===== src/rtl/mgpio_pkg.sv =====
// mgpio_pkg: constants and helpers shared by the GPIO input conditioning blocks.
//   MGPIO_BANK_WIDTH     : pins per GPIO bank
//   mgpio_cnt_width()    : width of a counter that must hold 0..cycles
package mgpio_pkg;

    localparam int MGPIO_BANK_WIDTH = 8;

    function automatic int mgpio_cnt_width(int cycles);
        return $clog2(cycles + 1);
    endfunction

endpackage


===== src/rtl/mgpio_in_pin.sv =====
// mgpio_in_pin: conditioning for one GPIO pad input.
// Two-flop synchroniser, optional stable-count debounce, registered
// rise/fall detection and a sticky interrupt-pending flag.
// Build option: MGPIO_DEBOUNCE_EN selects the debounce counter; without it
// the filtered value is simply a flop of the synchroniser output.
// Ports:
//   clk, rst      clock, asynchronous active-low reset
//   pad_in        raw pad (asynchronous to clk)
//   irq_en        interrupt enable for this pin
//   irq_clr       level-sensitive pending clear
//   gpio_in       filtered pin value
//   edge_rise     one-cycle pulse on filtered 0->1
//   edge_fall     one-cycle pulse on filtered 1->0
//   irq_pending   sticky pending flag
//   pend_next     next-state of the pending flag, for the parent's irq flop
module mgpio_in_pin
    import mgpio_pkg::*;
#(
    parameter int DEBOUNCE_CYCLES = 16
) (
    input  logic clk,
    input  logic rst,
    input  logic pad_in,
    input  logic irq_en,
    input  logic irq_clr,
    output logic gpio_in,
    output logic edge_rise,
    output logic edge_fall,
    output logic irq_pending,
    output logic pend_next
);

    if (DEBOUNCE_CYCLES < 1 || DEBOUNCE_CYCLES > 65535) begin : g_bad_cfg
        $error("mgpio_in_pin: DEBOUNCE_CYCLES must be within 1..65535");
    end

    logic s1_q, s1_d;
    logic s2_q, s2_d;
    logic gpio_q, gpio_d;
    logic rise_q, rise_d;
    logic fall_q, fall_d;
    logic pend_q, pend_d;

`ifdef MGPIO_DEBOUNCE_EN
    localparam int CNT_W = mgpio_cnt_width(DEBOUNCE_CYCLES);
    localparam logic [CNT_W-1:0] CNT_LAST = CNT_W'(DEBOUNCE_CYCLES - 1);

    logic [CNT_W-1:0] cnt_q, cnt_d;
`endif

    always_comb begin
        s1_d = pad_in;
        s2_d = s1_q;
`ifdef MGPIO_DEBOUNCE_EN
        // Count consecutive cycles of disagreement; any agreement restarts
        // the count, so the terminal compare also bounds the counter.
        gpio_d = gpio_q;
        cnt_d  = '0;
        if (s2_q != gpio_q) begin
            if (cnt_q == CNT_LAST) begin
                gpio_d = s2_q;
            end else begin
                cnt_d = cnt_q + 1'b1;
            end
        end
`else
        gpio_d = s2_q;
`endif
        // Edges are computed from the next filtered value so the pulse lines
        // up with the cycle in which gpio_in first shows the new level.
        rise_d = gpio_d & ~gpio_q;
        fall_d = ~gpio_d & gpio_q;
        // Set wins over clear.
        pend_d = (pend_q & ~irq_clr) | ((rise_q | fall_q) & irq_en);
    end

    always_ff @(posedge clk or negedge rst) begin
        if (!rst) begin
            s1_q   <= 1'b0;
            s2_q   <= 1'b0;
            gpio_q <= 1'b0;
            rise_q <= 1'b0;
            fall_q <= 1'b0;
            pend_q <= 1'b0;
        end else begin
            s1_q   <= s1_d;
            s2_q   <= s2_d;
            gpio_q <= gpio_d;
            rise_q <= rise_d;
            fall_q <= fall_d;
            pend_q <= pend_d;
        end
    end

`ifdef MGPIO_DEBOUNCE_EN
    always_ff @(posedge clk or negedge rst) begin
        if (!rst) begin
            cnt_q <= '0;
        end else begin
            cnt_q <= cnt_d;
        end
    end
`endif

    assign gpio_in     = gpio_q;
    assign edge_rise   = rise_q;
    assign edge_fall   = fall_q;
    assign irq_pending = pend_q;
    assign pend_next   = pend_d;

endmodule


===== src/rtl/mgpio_in_cond.sv =====
// mgpio_in_cond: input conditioning between the GPIO pads and mgpio.gpio_in.
// One mgpio_in_pin per pin plus a registered OR of the pending flags.
// Build option: MGPIO_DEBOUNCE_EN enables the per-pin debounce counters;
// when undefined DEBOUNCE_CYCLES has no effect.
// Ports (N = BANKS*8):
//   clk, rst      clock, asynchronous active-low reset
//   pad_in[N]     raw pad inputs
//   gpio_in[N]    filtered pin values
//   edge_rise[N]  filtered rising-edge pulses
//   edge_fall[N]  filtered falling-edge pulses
//   irq_en[N]     per-pin interrupt enable
//   irq_clr[N]    per-pin pending clear (level)
//   irq_pending[N] sticky pending flags
//   irq           registered OR of pending flags
module mgpio_in_cond
    import mgpio_pkg::*;
#(
    parameter int BANKS           = 1,
    parameter int DEBOUNCE_CYCLES = 16
) (
    input  logic                                clk,
    input  logic                                rst,
    input  logic [BANKS*MGPIO_BANK_WIDTH-1:0]   pad_in,
    output logic [BANKS*MGPIO_BANK_WIDTH-1:0]   gpio_in,
    output logic [BANKS*MGPIO_BANK_WIDTH-1:0]   edge_rise,
    output logic [BANKS*MGPIO_BANK_WIDTH-1:0]   edge_fall,
    input  logic [BANKS*MGPIO_BANK_WIDTH-1:0]   irq_en,
    input  logic [BANKS*MGPIO_BANK_WIDTH-1:0]   irq_clr,
    output logic [BANKS*MGPIO_BANK_WIDTH-1:0]   irq_pending,
    output logic                                irq
);

    localparam int N = BANKS * MGPIO_BANK_WIDTH;

    logic [N-1:0] pend_next;
    logic         irq_q, irq_d;

    for (genvar i = 0; i < N; i++) begin : g_pin
        mgpio_in_pin #(
            .DEBOUNCE_CYCLES (DEBOUNCE_CYCLES)
        ) u_pin (
            .clk         (clk),
            .rst         (rst),
            .pad_in      (pad_in[i]),
            .irq_en      (irq_en[i]),
            .irq_clr     (irq_clr[i]),
            .gpio_in     (gpio_in[i]),
            .edge_rise   (edge_rise[i]),
            .edge_fall   (edge_fall[i]),
            .irq_pending (irq_pending[i]),
            .pend_next   (pend_next[i])
        );
    end

    // Reducing the next-state keeps irq in step with irq_pending.
    always_comb begin
        irq_d = |pend_next;
    end

    always_ff @(posedge clk or negedge rst) begin
        if (!rst) begin
            irq_q <= 1'b0;
        end else begin
            irq_q <= irq_d;
        end
    end

    assign irq = irq_q;

endmodule

===== config.mk =====
export PLATFORM = sky130hd
export DESIGN_NAME = mgpio_in_cond
export DESIGN_NICKNAME = d
export VERILOG_FILES = /design/src/rtl/mgpio_pkg.sv /design/src/rtl/mgpio_in_pin.sv /design/src/rtl/mgpio_in_cond.sv
export SDC_FILE = /design/constraint.sdc
export NUM_CORES = 1
export LEC_CHECK = 0
export ABC_AREA = 1
export CAP_MARGIN = 15
export CORE_MARGIN = 1
export CORE_UTILIZATION = 44
export DETAILED_ROUTE_END_ITERATION = 12
export DONT_BUFFER_PORTS = 1
export PLACE_DENSITY_LB_ADDON = 0.25
export SLEW_MARGIN = 20
export SYNTH_ARGS = -nofsm -noshare
export SYNTH_HDL_FRONTEND = slang
export SYNTH_SLANG_ARGS = --single-unit

===== constraint.sdc =====
create_clock -name clk -period 1.3 [get_ports clk]
set_clock_uncertainty 0.15 [all_clocks]
set_input_delay 0.195 -clock clk [delete_from_list [all_inputs] [get_ports clk]]
set_output_delay 0.195 -clock clk [all_outputs]
set_load 0.02 [all_outputs]

==> results.json <==
{
  "outcome": "finished, violations left",
  "violations": "negative hold slack",
  "fp.coreArea_sq_um": 4029,
  "grt_max_degree": 50,
  "criticalPathCategory": "reg -> out",
  "grt.busiest_layer": "met2",
  "cp-start-kind": "flop",
  "power.density_nw_per_um2": 1350,
  "gp_congestion": 0.6946,
  "gr-usage-met3_pct": 5.822,
  "ys_warn_count": 0,
  "critPathCaptureType": "output pin",
  "combPwrFrac_pct": 10.7,
  "hold_path_class": "in -> async",
  "synthesis.area_sq_um": 1849,
  "hold_buffers": 21,
  "drv_cap": 0,
  "finalPower_w": 0.002925,
  "syn_inst": 176,
  "finalCritPeriodShare_pct": 92.05,
  "synth_seq_cells": 49,
  "r2r_setup_slack_ns": 0.12,
  "cts_htree_levels": 2,
  "wl_per_cell_um": 10.75,
  "cts_made_buffers": 5,
  "nets": 222,
  "worst_skew_pair.late_latency_ns": 0.29,
  "start_util_pct": 45.90,
  "vdd_ir_drop_max_mv": 1.060,
  "cts_root_buffer": "clkbuf_8",
  "dp.cells": 218,
  "hpwl_um": 1853,
  "final.min_clock_period_ns": 1.197,
  "diodes": 0,
  "final_hold_viol_count": 49,
  "arrival_ns": 0.85,
  "grt_pass1_vias": 1062,
  "yosysTopAreaCell": "dfrtp_1",
  "fin_util_pct": 53.76,
  "setup_ws_ns": 0.1033,
  "swShare_pct": 23.34,
  "synth_seq_area_share_pct": 66.31,
  "critical_path.startpoint": "g_pin[3].u_pin.edge_fall$_DFF_PN0_",
  "layout-drive-gt1-share_pct": 21.83,
  "worstMarginPinSlew_ns": 0.2636,
  "crit_path_top_delay_cell": "dfrtp_1",
  "die_width_um": 66.83,
  "holdWs_ns": -0.5610,
  "crit_path_max_fanout": 2,
  "regToRegStartpoint": "g_pin[1].u_pin.edge_rise$_DFF_PN0_",
  "clock_power_share_pct": 31.8,
  "setup_viol": 0,
  "p_int_w": 0.002242,
  "syn_nets": 202,
  "cts_buffer_depth": 2,
  "boundaryPins": 59,
  "n_fill_cell": 357,
  "dr.pass1.iters": 4,
  "cts_tree": "done",
  "die_area_sq_um": 4466,
  "clock.fmax_mhz": 835.7,
  "wirelength_um": 2655,
  "relSlewSlack_pct": 82.43,
  "finalNonFillerCells": 247,
  "cts.sinks": 49,
  "yosys.area.top_type_share_pct": 66.31,
  "switchingPower_w": 0.0006826,
  "met1_usage_pct": 12.19,
  "antenna_found_initial": 0,
  "path_cells": "buf_4",
  "r2r_cells": 6,
  "row_count": 23,
  "grt_overflow": 0,
  "drc": 0,
  "syn_avg_cell_area_sq_um": 10.51,
  "dp_slack_ns": 0.1105,
  "met2_usage_pct": 25.88,
  "fin_setup_tns_ns": 0,
  "first_iter_violations": 29,
  "path_clk_slew_ns": 0.08,
  "p_seq_share_pct": 57.5,
  "grt_pass1_wl_um": 4340,
  "grtUsageTotal_pct": 13.58,
  "slew_viol_final": 0,
  "r2r-end": "irq$_DFF_PN0_",
  "synth.area.top_cells": "dfrtp_1 66%, buf_4 13%, inv_1 8.1%, nor2_1 6.5%, nand2_1 2.0%",
  "via_per_inst": 4.186,
  "io_buffers": 0,
  "syn_to_final_growth_pct": 17.12,
  "synth.distinct_cells": 10,
  "rsz0062_at_grt": "false",
  "drtAntennaViolNets": 0,
  "dr_total_vias": 1034,
  "crit_buf_inv": 1,
  "critPathTopFamily": "flip-flops",
  "cp.required_ns": 0.95,
  "post_cts_buffers": 0,
  "slowest_delay_ns": 0.40,
  "die_y_um": 66.83,
  "leakage_nw": 1.183
}
## sequential cells by signal (all words and copies together), names as in the netlist
register                 flops
g_pin.u_pin.edge_fall        8
g_pin.u_pin.gpio_d           8
g_pin.u_pin.gpio_in          8
g_pin.u_pin.edge_rise        8
irq                          1
g_pin.u_pin.irq_pending      8
g_pin.u_pin.s1_q             8
## metrics by stage
| stage | hold WS (ns) | instance area (sq um) |
|---|---|---|
| 2_1_floorplan | -0.2506 | 1849 |
| 3_3_place_gp | -0.2498 | 1852 |
| 3_5_place_dp | -0.2500 | 1852 |
| 4_1_cts | -0.5746 | 2163 |
| 5_1_grt | -0.5838 | 2166 |
| 6_report | -0.5610 | 2166 |
## cells in the final DEF, fill, tap and decap left out
master          n
a21oi_1         3
a21oi_2         2
buf_4          24
clkbuf_8        7
clkinv_2        1
dfrtp_1        49
dlygate4sd3_1  21
inv_1          40
inv_2           5
nand2_1        10
nor2_1         31
nor2_2          3
nor2_4          1
## Yosys cell counts
cell type	n
buf_4	32
inv_2	5
a21oi_2	2
nor2_2	2
nor2_4	1
dfrtp_1	49
nor2_1	32
a21oi_1	3
nand2_1	10
inv_1	40
## metal layers
metal | vias up | share of wire (%)
li1 | 501 | -
met4 | 0 | 1.4
met1 | 491 | 35
met3 | 4 | 6.7
met5 | - | 0
met2 | 38 | 56
## worst max path at each step
stage | end | depth (start not counted) | slack [ns]
6_report | edge_fall[3] | 1 | 0.10
2_1_floorplan | irq$_DFF_PN0_ | 6 | 0.25
3_3_place_gp | irq$_DFF_PN0_ | 6 | 0.12
3_5_place_dp | irq$_DFF_PN0_ | 6 | 0.11
4_1_cts | edge_fall[3] | 1 | 0.08
5_1_grt | irq$_DFF_PN0_ | 6 | 0.02
## power by group through the flow
| stage | clock network [W] | logic, W | registers, W |
|---|---|---|---|
| finish | 0.000930 | 0.000312 | 0.00168 |
| global route | 0.00104 | 0.000344 | 0.00170 |
| CTS | 0.000978 | 0.000315 | 0.00169 |
| detailed placement | 0 | 0.000262 | 0.00172 |
| global placement | 0 | 0.000256 | 0.00171 |
| floorplan | 0 | 0.000272 | 0.00168 |
## area by class of cell
class	count	area, sq um	area share [%]
inverters	45	168.9	7.799
multi-input cells	50	216.5	9.994
clock buffers	7	96.34	4.448
flip-flops and latches	49	1226	56.61
clock inverters	1	5.005	0.2311
well taps	50	62.56	2.889
repair buffers	45	390.4	18.02
## logic make-up after synthesis
group,count (synthesis),synth area share [%]
flip-flops,49,66.31
AND/OR/NAND/NOR,45,9.811
buffers and inverters,77,22.12
AO/OA/AOI/OAI,5,1.759
## timing repair
| action | 4_1_cts | 5_1_grt |
|---|---|---|
| hold endpoints to repair | 66 | 49 |
| resized for setup | 0 | 1 |
| setup endpoints to repair | 0 | 1 |
Power figures use the tool's default switching activity.
